**src/rtl/spi_pkg.sv**
```systemverilog
// Shared definitions for the SPI register-access controller.
//   spi_state_e : controller FSM states
//   MODE_CPOL   : bit position of CPOL inside the 2-bit mode field
//   MODE_CPHA   : bit position of CPHA inside the 2-bit mode field
//   frame_len() : frame length in bits (rw flag + address + data)
package spi_pkg;

    typedef enum logic [2:0] {
        ST_IDLE  = 3'd0,
        ST_SETUP = 3'd1,
        ST_SHIFT = 3'd2,
        ST_HOLD  = 3'd3,
        ST_GAP   = 3'd4
    } spi_state_e;

    localparam int MODE_CPOL = 1;
    localparam int MODE_CPHA = 0;

    function automatic int frame_len(input int addr_w, input int reg_w);
        return 1 + addr_w + reg_w;
    endfunction

endpackage

```
**src/rtl/spi_clk_gen.sv**
```systemverilog
// SCLK generator. While en is high it toggles sclk every CLK_DIV clk cycles
// and flags which toggle is the leading (first) and trailing (second) edge of
// each SCLK period. While en is low the divider is cleared and sclk parks at
// cpol, so every enable starts a fresh, phase-aligned SCLK period.
//   clk, rstb : system clock, async active-low reset
//   en        : run the divider
//   cpol      : idle level of sclk
//   sclk      : registered SPI clock level
//   lead      : high in the cycle whose closing clk edge makes a leading edge
//   trail     : high in the cycle whose closing clk edge makes a trailing edge
module spi_clk_gen #(
    parameter int CLK_DIV = 4
) (
    input  logic clk,
    input  logic rstb,
    input  logic en,
    input  logic cpol,
    output logic sclk,
    output logic lead,
    output logic trail
);

    localparam int DIV_W = $clog2(CLK_DIV);
    localparam logic [DIV_W-1:0] DIV_END = DIV_W'(CLK_DIV - 1);

    logic [DIV_W-1:0] div_cnt_r;
    logic             phase_r;
    logic             sclk_r;
    logic             wrap_s;

    // Edge strobes: the half-period expires on the last divider count
    always_comb begin
        wrap_s = (div_cnt_r == DIV_END);
        lead   = en & wrap_s & ~phase_r;
        trail  = en & wrap_s & phase_r;
    end

    // Divider counter, half-period phase and SCLK level
    always_ff @(posedge clk or negedge rstb) begin
        if (!rstb) begin
            div_cnt_r <= {DIV_W{1'b0}};
            phase_r   <= 1'b0;
            sclk_r    <= 1'b0;
        end else if (!en) begin
            div_cnt_r <= {DIV_W{1'b0}};
            phase_r   <= 1'b0;
            sclk_r    <= cpol;
        end else if (wrap_s) begin
            div_cnt_r <= {DIV_W{1'b0}};
            phase_r   <= ~phase_r;
            sclk_r    <= ~sclk_r;
        end else begin
            div_cnt_r <= div_cnt_r + DIV_W'(1'b1);
        end
    end

    assign sclk = sclk_r;

endmodule

```
**src/rtl/spi_controller.sv**
```systemverilog
// SPI master for single-register read/write frames.
// A frame is {wr_rdn, addr, data} shifted MSB first; data is wdata on a
// write and zeros on a read, and the last REG_W bits sampled from MISO of a
// read frame become rdata. Sequence: IDLE -> SETUP -> SHIFT -> HOLD -> GAP.
//   clk, rstb      : system clock, async active-low reset
//   ena            : block enable; dropping it mid-frame aborts the frame
//   mode           : {CPOL, CPHA}
//   start          : one-cycle request, taken only when idle and enabled
//   wr_rdn         : 1 = write, 0 = read
//   addr, wdata    : register address and write data
//   rdata          : data of the last completed read
//   busy           : frame or inter-frame gap in progress
//   done           : one-cycle pulse as chip-select rises after a full frame
//   spi_cs_n       : chip select, active low
//   spi_clk        : SPI clock
//   spi_mosi       : SPI data out (0 whenever chip select is inactive)
//   spi_miso       : SPI data in
module spi_controller
    import spi_pkg::*;
#(
    parameter int ADDR_W  = 4,
    parameter int REG_W   = 8,
    parameter int CLK_DIV = 4
) (
    input  logic              clk,
    input  logic              rstb,
    input  logic              ena,
    input  logic [1:0]        mode,
    input  logic              start,
    input  logic              wr_rdn,
    input  logic [ADDR_W-1:0] addr,
    input  logic [REG_W-1:0]  wdata,
    output logic [REG_W-1:0]  rdata,
    output logic              busy,
    output logic              done,
    output logic              spi_cs_n,
    output logic              spi_clk,
    output logic              spi_mosi,
    input  logic              spi_miso
);

    localparam int FRAME_LEN = frame_len(ADDR_W, REG_W);
    localparam int BIT_W     = $clog2(FRAME_LEN);
    localparam int TMR_W     = $clog2(CLK_DIV);
    localparam logic [BIT_W-1:0] BIT_LAST = BIT_W'(FRAME_LEN - 1);
    localparam logic [BIT_W-1:0] BIT_ZERO = {BIT_W{1'b0}};
    localparam logic [TMR_W-1:0] TMR_END  = TMR_W'(CLK_DIV - 1);
    localparam logic [TMR_W-1:0] TMR_ZERO = {TMR_W{1'b0}};

    spi_state_e state_r;
    spi_state_e state_s;

    logic [TMR_W-1:0]     tmr_r;
    logic [BIT_W-1:0]     bit_cnt_r;
    logic [FRAME_LEN-1:0] sh_r;
    logic [REG_W-1:0]     rx_r;
    logic [REG_W-1:0]     rdata_r;
    logic [1:0]           mode_r;
    logic                 wr_r;
    logic                 cs_n_r;
    logic                 mosi_r;
    logic                 busy_r;
    logic                 done_r;

    logic [FRAME_LEN-1:0] frame_s;
    logic                 accept_s;
    logic                 finish_s;
    logic                 active_s;
    logic                 tmr_end_s;
    logic                 cpol_s;
    logic                 cpha_s;
    logic                 gen_en_s;
    logic                 sclk_s;
    logic                 lead_s;
    logic                 trail_s;
    logic                 shift_s;
    logic                 sample_s;

    // SCLK generator control: idle level follows the live mode until a frame
    // latches it; dropping ena stops SCLK in the same edge it is seen
    always_comb begin
        if (state_r == ST_IDLE) begin
            cpol_s = mode[MODE_CPOL];
        end else begin
            cpol_s = mode_r[MODE_CPOL];
        end
        gen_en_s = (state_r == ST_SHIFT) && ena;
    end

    spi_clk_gen #(
        .CLK_DIV (CLK_DIV)
    ) u_clk_gen (
        .clk   (clk),
        .rstb  (rstb),
        .en    (gen_en_s),
        .cpol  (cpol_s),
        .sclk  (sclk_s),
        .lead  (lead_s),
        .trail (trail_s)
    );

    // Datapath decode: which SCLK edge shifts MOSI and which samples MISO
    always_comb begin
        cpha_s    = mode_r[MODE_CPHA];
        tmr_end_s = (tmr_r == TMR_END);
        frame_s   = {wr_rdn, addr, (wr_rdn ? wdata : {REG_W{1'b0}})};
        if (cpha_s) begin
            shift_s  = lead_s;
            sample_s = trail_s;
        end else begin
            shift_s  = trail_s;
            sample_s = lead_s;
        end
    end

    // FSM next state and single-cycle control strobes
    always_comb begin
        state_s  = state_r;
        accept_s = 1'b0;
        finish_s = 1'b0;
        case (state_r)
            ST_IDLE: begin
                if (start && ena) begin
                    state_s  = ST_SETUP;
                    accept_s = 1'b1;
                end else begin
                    state_s = ST_IDLE;
                end
            end
            ST_SETUP: begin
                if (!ena) begin
                    state_s = ST_GAP;
                end else if (tmr_end_s) begin
                    state_s = ST_SHIFT;
                end else begin
                    state_s = ST_SETUP;
                end
            end
            ST_SHIFT: begin
                // The trailing edge of the last bit closes the frame
                if (!ena) begin
                    state_s = ST_GAP;
                end else if (trail_s && (bit_cnt_r == BIT_ZERO)) begin
                    state_s = ST_HOLD;
                end else begin
                    state_s = ST_SHIFT;
                end
            end
            ST_HOLD: begin
                if (!ena) begin
                    state_s = ST_GAP;
                end else if (tmr_end_s) begin
                    state_s  = ST_GAP;
                    finish_s = 1'b1;
                end else begin
                    state_s = ST_HOLD;
                end
            end
            ST_GAP: begin
                if (tmr_end_s) begin
                    state_s = ST_IDLE;
                end else begin
                    state_s = ST_GAP;
                end
            end
            default: begin
                state_s = ST_IDLE;
            end
        endcase
        active_s = (state_s == ST_SETUP) || (state_s == ST_SHIFT) ||
                   (state_s == ST_HOLD);
    end

    // FSM state register
    always_ff @(posedge clk or negedge rstb) begin
        if (!rstb) begin
            state_r <= ST_IDLE;
        end else begin
            state_r <= state_s;
        end
    end

    // Per-state cycle timer, cleared whenever the state changes
    always_ff @(posedge clk or negedge rstb) begin
        if (!rstb) begin
            tmr_r <= TMR_ZERO;
        end else if (state_s != state_r) begin
            tmr_r <= TMR_ZERO;
        end else if ((state_r == ST_SETUP) || (state_r == ST_HOLD) ||
                     (state_r == ST_GAP)) begin
            tmr_r <= tmr_r + TMR_W'(1'b1);
        end else begin
            tmr_r <= TMR_ZERO;
        end
    end

    // Frame latch, transmit shift register and bit counter. With CPHA=0 the
    // first bit goes straight to MOSI at acceptance, so the register is
    // preloaded one position ahead.
    always_ff @(posedge clk or negedge rstb) begin
        if (!rstb) begin
            sh_r      <= {FRAME_LEN{1'b0}};
            bit_cnt_r <= BIT_ZERO;
            wr_r      <= 1'b0;
            mode_r    <= 2'b00;
        end else if (accept_s) begin
            sh_r      <= mode[MODE_CPHA] ? frame_s
                                         : {frame_s[FRAME_LEN-2:0], 1'b0};
            bit_cnt_r <= BIT_LAST;
            wr_r      <= wr_rdn;
            mode_r    <= mode;
        end else if (state_r == ST_SHIFT) begin
            if (shift_s) begin
                sh_r <= {sh_r[FRAME_LEN-2:0], 1'b0};
            end
            if (trail_s && (bit_cnt_r != BIT_ZERO)) begin
                bit_cnt_r <= bit_cnt_r - BIT_W'(1'b1);
            end
        end
    end

    // Chip select and MOSI; MOSI is forced low whenever CS is inactive
    always_ff @(posedge clk or negedge rstb) begin
        if (!rstb) begin
            cs_n_r <= 1'b1;
            mosi_r <= 1'b0;
        end else begin
            cs_n_r <= ~active_s;
            if (!active_s) begin
                mosi_r <= 1'b0;
            end else if (accept_s) begin
                mosi_r <= mode[MODE_CPHA] ? 1'b0 : frame_s[FRAME_LEN-1];
            end else if ((state_r == ST_SHIFT) && shift_s) begin
                mosi_r <= sh_r[FRAME_LEN-1];
            end
        end
    end

    // MISO capture; only the last REG_W samples of the frame are kept
    always_ff @(posedge clk or negedge rstb) begin
        if (!rstb) begin
            rx_r <= {REG_W{1'b0}};
        end else if (accept_s) begin
            rx_r <= {REG_W{1'b0}};
        end else if ((state_r == ST_SHIFT) && sample_s) begin
            rx_r <= {rx_r[REG_W-2:0], spi_miso};
        end
    end

    // Status outputs: rdata only updates on a read that ran to completion
    always_ff @(posedge clk or negedge rstb) begin
        if (!rstb) begin
            rdata_r <= {REG_W{1'b0}};
            busy_r  <= 1'b0;
            done_r  <= 1'b0;
        end else begin
            busy_r <= (state_s != ST_IDLE);
            done_r <= finish_s;
            if (finish_s && !wr_r) begin
                rdata_r <= rx_r;
            end
        end
    end

    assign rdata    = rdata_r;
    assign busy     = busy_r;
    assign done     = done_r;
    assign spi_cs_n = cs_n_r;
    assign spi_clk  = sclk_s;
    assign spi_mosi = mosi_r;

endmodule

```
**config.mk**
```make
export PLATFORM = sky130hd
export DESIGN_NAME = spi_controller
export DESIGN_NICKNAME = d
export VERILOG_FILES = /design/src/rtl/spi_pkg.sv /design/src/rtl/spi_clk_gen.sv /design/src/rtl/spi_controller.sv
export SDC_FILE = /design/constraint.sdc
export NUM_CORES = 1
export LEC_CHECK = 0
export BUFFER_PORTS_ARGS = -buffer_cell sky130_fd_sc_hd__buf_2
export CORE_AREA = 2 2 72 74
export DETAILED_ROUTE_END_ITERATION = 12
export DIE_AREA = 0 0 74 76
export GPL_ROUTABILITY_DRIVEN = 0
export HOLD_SLACK_MARGIN = 0.03
export PLACE_DENSITY = 0.81
export SLEW_MARGIN = 0
export SYNTH_ARGS = -nofsm -noshare
export SYNTH_HDL_FRONTEND = slang
export SYNTH_HIERARCHICAL = 1
export SYNTH_SLANG_ARGS = --single-unit
export TNS_END_PERCENT = 30
```
**constraint.sdc**
```tcl
create_clock -name clk -period 2.15 [get_ports clk]
set_clock_uncertainty 0.1 [all_clocks]
set_input_delay 0.5375 -clock clk [delete_from_list [all_inputs] [get_ports clk]]
set_output_delay 0.5375 -clock clk [all_outputs]
set_load 0.005 [all_outputs]
```
## Word-level counts from Yosys, hierarchy flattened

Index checks and enable logic that the tools add are counted.

| operators by class | value |
|---|---|
| bitwise logic cells | 6 |
| reduce and logical (&&, ||, !) cells | 22 |
| add/subtract/negate cells | 3 |
| equal/unequal tests | 12 |
| muxes and demuxes | 39 |

Operators by type and width:

| kind | count |
|---|---|
| $mux W13 | 4 |
| $mux W8 | 3 |
| $mux W1 | 18 |
| $mux W3 | 5 |
| $pmux W3 S5 | 1 |
| $eq A3 B2 Y1 const B | 4 |
| $mux W4 | 3 |
| $mux W2 | 5 |
| $reduce_bool A2 Y1 | 4 |
| $logic_and A1 B1 Y1 | 7 |
| $eq A3 B1 Y1 const B | 2 |
| $add A2 B1 Y2 const B | 2 |
| $eq A2 B2 Y1 const B | 2 |
| $logic_not A4 Y1 | 1 |
| $logic_or A1 B1 Y1 | 4 |
| $reduce_and A2 Y1 | 2 |
| $reduce_bool A4 Y1 | 1 |
| $sub A4 B1 Y4 const B | 1 |
| $and A1 B1 Y1 | 3 |
| $eq A3 B3 Y1 const B | 1 |
| $logic_not A3 Y1 | 1 |
| $ne A3 B2 Y1 const B | 1 |
| $ne A3 B3 Y1 | 1 |
| $not A1 Y1 | 3 |
| other kinds (3) | 3 |

| storage, ports and cells | value |
|---|---|
| word-level logic and storage cells | 97 |
| bits of input ports | 20 |
| output and inout bits | 13 |
| register bits after elaboration | 49 |

## Longest topological paths before layout

Gate-level depths: netlist of run 1.

| depth | value |
|---|---|
| word-level depth | 12 |
| depth in mapped cells | 11 |

## Modules after synthesis

Netlist of run 1, hierarchy kept.

By module, submodules not included:

| module | cells an instance | instances | area an instance (um^2) | seq. area each (um^2) |
|---|---|---|---|---|
| spi_controller | 194 | 1 | 2215.9 | 1127.3 |
| spi_clk_gen | 15 | 1 | 173.9 | 100.1 |

## Worst setup path after synthesis of run 1

Ideal clock, no wire load.

| path | value |
|---|---|
| kind | reg2reg |
| from | register state_r[2] |
| to | register mosi_r (netlist: spi_mosi) |
| path slack | -0.150 ns |
| required time | 1.927 ns |
| clock period less this slack | 2.300 ns |
| buffers on the path | 1 |
| arrival time | 2.077 ns |
| cell stages (with the launch flop) | 10 |
| cells stage by stage | dfrtp_1 -> nor3b_4 -> nand2_1 -> inv_1 -> and3_2 -> mux2i_1 -> and2b_1 -> buf_6 -> mux2_2 -> o221a_2 |

| on the way | value |
|---|---|
| word-level cells in the longest chain between the ends | 12 |
| elaborated cells between the ends (all ways) | 24 |
| classes of those cells | eq/ne (8); mux (7); bitwise (3); reduce/logical (6) |

RTL lines:

| item | RTL line | RTL |
|---|---|---|
| start, declared | spi_controller.sv:50 | `spi_state_e state_r;` |
| start signal, assigned | spi_controller.sv:179 | `state_r <= state_s;` |
| $eq A3 B2 Y1 * | spi_controller.sv:87 | `gen_en_s = (state_r == ST_SHIFT) && ena;` |
| $logic_and A1 B1 Y1 * | spi_controller.sv:87 |  |
| via gen_en_s | spi_controller.sv:72 | `logic gen_en_s;` |
| $and A1 B1 Y1 * (2 in series) | spi_clk_gen.sv:35 | `trail = en & wrap_s & phase_r;` |
| via trail_s | spi_controller.sv:75 | `logic trail_s;` |
| $logic_and A1 B1 Y1 | spi_controller.sv:143 | `end else if (trail_s && (bit_cnt_r == BIT_ZERO)) begin` |
| $mux W1 | spi_controller.sv:143 |  |
| $mux W3 | spi_controller.sv:141 | `if (!ena) begin` |
| $pmux W3 S5 | spi_controller.sv:121 | `case (state_r)` |
| $eq A3 B1 Y1 or $eq A3 B2 Y1 (tied branches) | spi_controller.sv:170 | `active_s = (state_s == ST_SETUP) \|\| (state_s == ST_SHIFT) \|\|` |
| $logic_or A1 B1 Y1 (2 in series) | spi_controller.sv:170 |  |
| $ne A3 B2 Y1 (no line) or $mux W1 (tied branches) | n/a |  |
| end signal, assigned | spi_controller.sv:232 | `mosi_r <= mode[MODE_CPHA] ? 1'b0 : frame_s[FRAME_LEN-1];` |
| end signal, assigned | spi_controller.sv:234 | `mosi_r <= sh_r[FRAME_LEN-1];` |
| end, declared | spi_controller.sv:61 | `logic mosi_r;` |

The timed path passes the listed nets; every way through them passes the cells marked *.
A chain may end at the register's enable or synchronous reset.

## Worst setup path in the final report of run 1

| path | value |
|---|---|
| from | register state_r[0] |
| to | register mosi_r (netlist: spi_mosi) |

Same word-level chain as after synthesis.

==> results of run 1 <==
cells in the mapped netlist (2+ instances only):
library cell   n  area [µm²]
buf_2          5        25.0
xor2_1         3        26.3
nor3_1         4        20.0
o21ai_1        5        25.0
nand2_1       16        60.1
nor2b_1        5        31.3
nor2_1        15        56.3
nor3b_1        2        15.0
a211oi_1       4        30.0
ha_1           4        50.1
clkbuf_1       3        11.3
inv_1          7        26.3
and2_1         2        12.5
xnor2_1        3        26.3
nand3_1       10        50.1
o21ai_0        7        35.0
a21oi_1        5        25.0
nand4_1        2        12.5
mux2_2        18         203
dfrtp_1       48        1200
mux2i_1       22         220
through the flow:
stage / setup TNS [ns] / instance area (µm²) / power, mW / worst slack (ns) / util
2_1_floorplan: -0.0379 / 2410 / 1.59 / -0.0379 / -
3_3_place_gp: 0 / 2700 / 1.75 / 0.106 / 0.549
3_5_place_dp: 0 / 2700 / 1.79 / 0.0484 / 0.549
4_1_cts: 0 / 2780 / 2.33 / 0.0476 / 0.566
5_1_grt: -0.0108 / 2800 / 2.45 / -0.0108 / 0.571
6_report: 0 / 2800 / 2.30 / 0.0828 / 0.571
sequential cells by signal, indices dropped and copies added (netlist names):
signal               cells
sh_r                    13
rdata                    8
rx_r                     8
bit_cnt_r                4
state_r                  3
mode_r                   2
tmr_r                    2
u_clk_gen/div_cnt_r      2
busy                     1
done                     1
spi_cs_n                 1
spi_mosi                 1
u_clk_gen/phase_r        1
u_clk_gen/sclk           1
wr_r                     1
routing by layer:
metal  routed length [µm]  up-vias  GRT usage
met5                    0        -          0
met2                 2100       22      0.271
met3                  129        5     0.0450
li1                     -      809          -
met4                   82        0     0.0709
met1                 1910      773      0.206
what timing repair did:
| item | in CTS | in global routing |
|---|---|---|
| endpoints found under the setup margin | 0 | 14 |
| resized for setup | 0 | 5 |
| setup buffers | 0 | 1 |
final cells by class:
class,instances,area (µm²)
clock buffers,7,86.3
fillers,425,2110
inverters,7,28.8
multi-input cells,143,1100
flip-flops and latches,49,1230
well taps,70,87.6
repair buffers,45,278
cell families after synthesis:
family / count (synthesis) / synth area share
buffers and inverters: 17 / 0.0372
AND/OR/NAND/NOR: 65 / 0.149
XOR/XNOR: 6 / 0.0220
multiplexers: 40 / 0.177
adder cells (fa/ha/maj): 4 / 0.0209
AO/OA/AOI/OAI: 28 / 0.0806
flip-flops: 49 / 0.514
where the power goes:
group	total, mW	switching, mW	internal [mW]
Combinational	0.527	0.265	0.262
Clock	0.533	0.278	0.255
Sequential	1.24	0.125	1.11
Total	2.30	0.668	1.63
path summary, 6_finish.rpt:
check,start,to,slack [ns],depth (start not counted)
worst max-delay path,state_r[0]$_DFF_PN0_,spi_mosi$_DFFE_PN0P_,0.08,8
min in group clk,mode[1],mode_r[1]$_DFFE_PN0P_,0.34,3
worst min-delay path,rstb,u_clk_gen/div_cnt_r[1]$_DFF_PN0_,0.09,1
max in group asynchronous,rstb,rdata[1]$_DFFE_PN0P_,1.35,2
worst min register to register,tmr_r[0]$_DFF_PN0_,tmr_r[0]$_DFF_PN0_,0.35,1
worst max register to register,state_r[0]$_DFF_PN0_,spi_mosi$_DFFE_PN0P_,0.08,8
critical path, stage by stage, from the launching register on:
cell	delay [ns]
dfrtp_1	0.42
nor3b_4	0.23
nand2_2	0.10
inv_4	0.08
and3_4	0.20
mux2i_1	0.07
and2b_2	0.25
mux2_4	0.31
o221a_4	0.21
==> flow_summary.json, run 1 <==
{
  "timing.fmax_mhz": 484,
  "initial_core_util": 0.487,
  "crit_required_ns": 2.24,
  "synth_seq_cells": 49,
  "drtPass1Iterations": 4,
  "setup_viol": 0,
  "final_common_cell": "dfrtp_1",
  "dp_hpwl_um": 3070,
  "stdcell_count": 321,
  "final_net_count": 275,
  "grt_max_degree": 31,
  "cp-end-kind": "register",
  "cp_max_fo": 7,
  "area_delta_synth_final_pct": 17.3,
  "cts_made_buffers": 5,
  "grt.total_usage": 0.167,
  "htreeDepth": 2,
  "path_class": "register to register",
  "drt-initial-drc-count": 96,
  "layout-drive-gt1-share": 0.323,
  "hold_class": "primary input to async pin",
  "cts_root_buffer": "clkbuf_8",
  "outcome": "complete, no violations",
  "core_area_um2": 4910,
  "grt_first_pass_wirelength_um": 7190,
  "drc": 0,
  "die_x_um": 74,
  "row_count": 26,
  "clockBufferDepth": 2,
  "yosysSeqAreaShare": 0.514,
  "netlist_area_um2": 2390,
  "worst_pin_slew_ns": 0.475,
  "clkLatencyLatePin_ns": 0.29,
  "avgSynthCellArea_um2": 11.4,
  "clock-sinks": 49,
  "dieArea_um2": 5620,
  "report.final.slew_viol_count": 0,
  "cts_tree": "yes",
  "worstPathArrival_ns": 2.16,
  "synth_warnings": 6,
  "vias": 1609,
  "yosys_most_used_dff": "dfrtp_1",
  "whs_ns": 0.0922,
  "grt-ovfl-total": 0,
  "drt-total-wl_um": 4230,
  "avgRoutedWirePerCell_um": 13.2,
  "antenna_cells": 0,
  "grt_pass1_vias": 1606,
  "ant_nets": 0,
  "power.density_nw_per_um2": 820,
  "most-common-layout-cells": "dfrtp_1, buf_2, mux2i_1",
  "die_y_um": 76,
  "grt_antenna_before_repair": 0,
  "startpoint_type": "register",
  "fin_crit_sh": 0.961,
  "ios": 33,
  "syn_nets": 233,
  "final-hold-violation-count": 0,
  "hold_buffers": 0,
  "synth_edf_count": 0,
  "syn-instance-count": 209,
  "slew_headroom": 0.683,
  "dpl.cell_count": 313,
  "leakage_nw": 1.29,
  "async_flop_share": 1.00,
  "vdd_ir_drop_max_uv": 400,
  "drv_cap": 0,
  "post-route-min-period_ns": 2.07,
  "numPortBuffers": 32,
  "clk_pin_slew_ns": 0.08,
  "viasPerCell": 5.01,
  "synth.distinct_cells": 40
}
No activity file was read; power rests on OpenSTA's default activity.
==> inputs of run 2 (changes only) <==
Settings changed: ABC_AREA from default to 1, CORE_AREA 2 2 72 74 to 2 2 73 75, DIE_AREA 0 0 74 76 to 0 0 75 77, PLACE_DENSITY 0.81 to 0.8, TNS_END_PERCENT 30 to 1.
==> run 2 against run 1 <==
Compared with the run above: via count increased by 22%; total power increased by 6.1%; setup slack improved by 0.13 ns; global-route usage increased by 1.5 points; final cell count increased by 22%; hold slack improved by 0.0019 ns; critical endpoint is now sh_r[9]$_DFFE_PN0P_; largest power group unchanged.
==> flow_summary.json, run 2 <==
{
  "grt_pass1_vias": 1873,
  "drtPass1Iterations": 4,
  "core_area_um2": 4980,
  "antenna_cells": 0,
  "timing.fmax_mhz": 516,
  "cts_made_buffers": 5,
  "setup_viol": 0,
  "place_ws_ns": 0.101,
  "hold_class": "primary input to async pin",
  "power.density_nw_per_um2": 873,
  "outcome": "complete, no violations",
  "initial_core_util": 0.489,
  "drt-total-wl_um": 4670,
  "synth_edf_count": 0,
  "largest_reg_flops": 13,
  "startpoint_type": "register",
  "report.final.slew_viol_count": 0,
  "avgRoutedWirePerCell_um": 11.9,
  "ant_nets": 0,
  "whs_ns": 0.0941,
  "slew_headroom": 0.741,
  "async_flop_share": 1.00,
  "path_class": "register to register",
  "yosys_most_used_dff": "dfrtp_1",
  "layout-drive-gt1-share": 0.242,
  "regMostFlops": "sh_r",
  "viasPerCell": 5.01,
  "grt.total_usage": 0.182,
  "dieArea_um2": 5780,
  "cts_tree": "yes",
  "crit_family": "simple AND/OR/NAND/NOR gates",
  "numPortBuffers": 32,
  "vias": 1964,
  "dpl.cell_count": 384,
  "clk_pin_slew_ns": 0.10,
  "final_common_cell": "nand2_1",
  "die_y_um": 77,
  "crit_required_ns": 2.23,
  "synth_warnings": 6,
  "final-hold-violation-count": 0,
  "syn-instance-count": 282,
  "synth.distinct_cells": 26,
  "worstPathArrival_ns": 2.02,
  "cts_root_buffer": "clkbuf_8",
  "synthTopCellsByCount": "nand2_1, dfrtp_1, inv_1",
  "slowest_delay_ns": 0.40,
  "yosysSeqAreaShare": 0.504,
  "clkLatencyLatePin_ns": 0.31,
  "yosys-top-cells-area": "dfrtp_1, nand2_1, inv_1",
  "area_delta_synth_final_pct": 14.8,
  "finalWorstSetupSlack_ns": 0.213,
  "worst_pin_slew_ns": 0.386,
  "grt_setup_unrepaired": "no",
  "synth_seq_cells": 49,
  "most-common-layout-cells": "nand2_1, dfrtp_1, inv_1",
  "fin_setup_tns_ns": 0,
  "netlist_area_um2": 2430,
  "crit_slowest_cell": "dfrtp_1",
  "critPathMostFrequentCell": "nand2_2",
  "avgSynthCellArea_um2": 8.63,
  "grt_first_pass_wirelength_um": 8200,
  "cp_max_fo": 11,
  "critPathBufInv": 3,
  "cp-end-kind": "register",
  "grt_max_degree": 50,
  "finish.utilization": 0.561,
  "grt_antenna_before_repair": 0,
  "drt-initial-drc-count": 172,
  "drc": 0,
  "row_count": 26,
  "synth_most_common_cell": "nand2_1",
  "synth_top_area_cell": "dfrtp_1",
  "die_x_um": 75,
  "stdcell_count": 392,
  "ios": 33,
  "vdd_ir_drop_max_uv": 404,
  "crit_path_cell_trace": "nor2_2 > nand3_1 > inv_1 > nand2_2 > nor2_1 > inv_1 > a21oi_1 > nand2_2 > nand2_2 > buf_4 > o221ai_1",
  "final_net_count": 345,
  "cts_setup_buffers": 0,
  "clock-sinks": 49,
  "synth_top_cell_area_share": 0.494,
  "htreeDepth": 2,
  "leakage_nw": 1.43,
  "grt-ovfl-total": 0,
  "fin_crit_sh": 0.901,
  "drv_cap": 0,
  "dp_hpwl_um": 3340,
  "clockBufferDepth": 2,
  "post-route-min-period_ns": 1.94,
  "syn_nets": 306
}
run 2: cell count changes in the layout (fill, tap and decap cells not counted), sizes merged, moves of 4 or more:
cell    previous run  this run
nand2             16        72
inv                7        51
mux2i             22         0
mux2              18         0
nand3             10        24
o221ai             0        10
o21ai             12        21
o22ai              1         9
buf               45        40
nor2b              5         0
o211ai             0         5
a211oi             4         0
run 2: repair_timing:
| item | in CTS | in global routing |
|---|---|---|
| hold buffers | 0 | 0 |
| endpoints found under the hold margin | 0 | 0 |
| resized for setup | 0 | 1 |
| setup endpoints to repair | 0 | 4 |
run 2: layout make-up:
class,count,area [µm²]
flip-flops and latches,49,1230
well taps,70,87.6
clock inverters,2,13.8
inverters,50,188
repair buffers,40,233
fillers,447,2180
multi-input cells,175,972
clock buffers,6,72.6
run 2: final timing paths:
kind                                               endpoint  slack (ns)                              from  depth (start not counted)
setup / recovery                        sh_r[9]$_DFFE_PN0P_        0.21              state_r[2]$_DFF_PN0_                         11
hold / removal                         rdata[6]$_DFFE_PN0P_        0.09                              rstb                          2
setup reg to reg                        sh_r[9]$_DFFE_PN0P_        0.21              state_r[2]$_DFF_PN0_                         11
hold reg to reg            u_clk_gen/div_cnt_r[0]$_DFF_PN0_        0.35  u_clk_gen/div_cnt_r[0]$_DFF_PN0_                          1
max in group asynchronous                spi_cs_n$_DFF_PN1_        1.56                              rstb                          2
min in group clk           u_clk_gen/div_cnt_r[0]$_DFF_PN0_        0.35  u_clk_gen/div_cnt_r[0]$_DFF_PN0_                          1
run 2: logic make-up after synthesis:
family                   Yosys count  synth area share
flip-flops                        49             0.504
buffers and inverters             58            0.0972
AO/OA/AOI/OAI                     54             0.156
AND/OR/NAND/NOR                  117             0.222
adder cells (fa/ha/maj)            4            0.0206
run 2: per-stage QoR:
| step | cell area [µm²] | total power, mW |
|---|---|---|
| global route | 2790 | 2.61 |
| global placement | 2710 | 1.86 |
| CTS | 2790 | 2.45 |
| finish | 2790 | 2.44 |
| floorplan | 2430 | 1.68 |
| detailed placement | 2710 | 1.90 |
run 2: power by group:
part | switching (mW) | internal, mW
logic | 0.427 | 0.261
registers | 0.0787 | 1.12
clock network | 0.321 | 0.233
run 2: metal layers:
layer,up-vias,track usage,part of all wire
met5,-,0,0
met4,0,0.0750,0.023
met3,11,0.0420,0.053
met2,66,0.280,0.45
met1,895,0.243,0.47
li1,992,-,-
==> inputs of run 3 (changes only) <==
Settings changed: SETUP_SLACK_MARGIN from default to 0.4.
==> run 3 against run 2 <==
Compared with the run above: combinational power increased by 7.3%; final cell count is 1.0% higher; largest cell class unchanged; sequential power about the same; total power grew 2.0%; wire length increased by 1.6%; critical endpoint is now sh_r[5]$_DFFE_PN0P_.
==> flow_summary.json, run 3 (same netlist as run 2, synthesis figures left out) <==
{
  "grt_max_degree": 27,
  "nFillCells": 465,
  "timing.fmax_mhz": 560,
  "area_delta_synth_final_pct": 18.4,
  "core_area_um2": 4980,
  "path_class": "register to register",
  "drv_cap": 0,
  "die_x_um": 75,
  "viasPerCell": 5.16,
  "antenna_cells": 0,
  "worst_pin_slew_ns": 0.458,
  "row_count": 26,
  "reg2reg_from": "state_r[2]$_DFF_PN0_",
  "setup_viol": 0,
  "drt-met1-wl_um": 2040,
  "fin_setup_tns_ns": 0,
  "final-hold-violation-count": 0,
  "drt-initial-drc-count": 141,
  "finish.utilization": 0.579,
  "met2_length_um": 2390,
  "cts_tree": "yes",
  "report.final.slew_viol_count": 0,
  "startpoint_type": "register",
  "cts_root_buffer": "clkbuf_8",
  "p_sw_frac": 0.336,
  "hold_buffers": 0,
  "multi_input_area_um2": 1020,
  "dp_hpwl_um": 3450,
  "largest_reg_flops": 13,
  "grt.total_usage": 0.179,
  "p_comb_frac": 0.297,
  "final_common_cell": "nand2_1",
  "initial_core_util": 0.489,
  "numPortBuffers": 32,
  "cp-end-kind": "register",
  "critPathLaunch": "state_r[2]$_DFF_PN0_",
  "outcome": "complete, no violations",
  "r2r_setup_slack_ns": 0.36,
  "regMostFlops": "sh_r",
  "routed.top_layer": "met4",
  "drt-total-wl_um": 4750,
  "pwr-share-seq": 0.485,
  "clkLatencyLatePin_ns": 0.31,
  "clk_pin_slew_ns": 0.09,
  "hold_class": "primary input to async pin",
  "grt_antenna_before_repair": 0,
  "cts_made_buffers": 5,
  "final_net_count": 349,
  "worstPathArrival_ns": 1.86,
  "drtPass1Iterations": 4,
  "leakage_nw": 1.47,
  "vias": 2042,
  "power.density_nw_per_um2": 863,
  "grt-ovfl-total": 0,
  "fin_crit_sh": 0.831,
  "dr_wl_met3_um": 247,
  "clockBufferDepth": 2,
  "avgRoutedWirePerCell_um": 12.0,
  "p_switching_mw": 0.835,
  "most-common-layout-cells": "nand2_1, dfrtp_1, inv_1",
  "drc": 0,
  "htreeDepth": 2,
  "crit_required_ns": 2.22,
  "internal_power_mw": 1.65,
  "cp_max_fo": 7,
  "slew_headroom": 0.695,
  "post-route-min-period_ns": 1.79,
  "grt_first_pass_wirelength_um": 8200,
  "layout-drive-gt1-share": 0.282,
  "seq_area_um2": 1230,
  "grt_setup_unrepaired": "yes",
  "die_y_um": 77,
  "total_power_mw": 2.49,
  "clkPwrFrac": 0.219,
  "whs_ns": 0.0696,
  "grt_pass1_vias": 1914,
  "ant_nets": 0,
  "clock-sinks": 49,
  "dieArea_um2": 5780,
  "vdd_ir_drop_max_uv": 701,
  "ios": 33
}
## run 3: metrics by stage
stage,instances,setup WS (ns),cell area (µm²)
2_1_floorplan,282,0.362,2460
3_5_place_dp,381,0.0704,2710
4_1_cts,394,0.354,2870
3_3_place_gp,381,0.141,2710
5_1_grt,396,0.254,2880
6_report,396,0.364,2880
## run 3: repair_timing
action	in CTS	in global routing
pin swaps	1	2
resized for setup	6	2
setup endpoints to repair	25	25
buffers inserted	5	2
## run 3: final timing paths
check | to | cells past startpoint
worst max register to register | sh_r[5]$_DFFE_PN0P_ | 11
worst max-delay path | sh_r[5]$_DFFE_PN0P_ | 11
max in group asynchronous | state_r[0]$_DFF_PN0_ | 2
min in group clk | mode_r[1]$_DFFE_PN0P_ | 3
worst min register to register | u_clk_gen/div_cnt_r[0]$_DFF_PN0_ | 1
worst min-delay path | rdata[7]$_DFFE_PN0P_ | 1
## run 3: final cells by class
| type | instances | share of cell area |
|---|---|---|
| clock buffer | 5 | 0.0239 |
| clock inverter | 3 | 0.00782 |
| inverter | 50 | 0.0660 |
| multi-input combinational | 175 | 0.353 |
| sequential | 49 | 0.427 |
| tap | 70 | 0.0304 |
| timing repair buffer | 44 | 0.0925 |
## run 3: power groups by stage
stage | registers (mW) | logic, mW | clock network (mW)
2_1_floorplan | 1.22 | 0.477 | 0
3_3_place_gp | 1.23 | 0.618 | 0
3_5_place_dp | 1.24 | 0.650 | 0
4_1_cts | 1.21 | 0.715 | 0.559
5_1_grt | 1.23 | 0.853 | 0.592
6_report | 1.21 | 0.738 | 0.544
## run 3: worst max-delay path, cell delays in order, from the launching register on
cell	delay [ns]
dfrtp_2	0.44
nor2_4	0.13
nand3_2	0.10
inv_4	0.09
nand2_4	0.07
nor2_4	0.13
nor2_1	0.07
a21oi_2	0.11
nand2_2	0.08
nand2_4	0.10
buf_6	0.14
o221ai_1	0.10
## run 3: per-layer routing
layer | global-route usage | up-vias
met5 | 0 | -
met1 | 0.237 | 980
met2 | 0.292 | 49
met3 | 0.0342 | 9
li1 | - | 1004
met4 | 0.0571 | 0
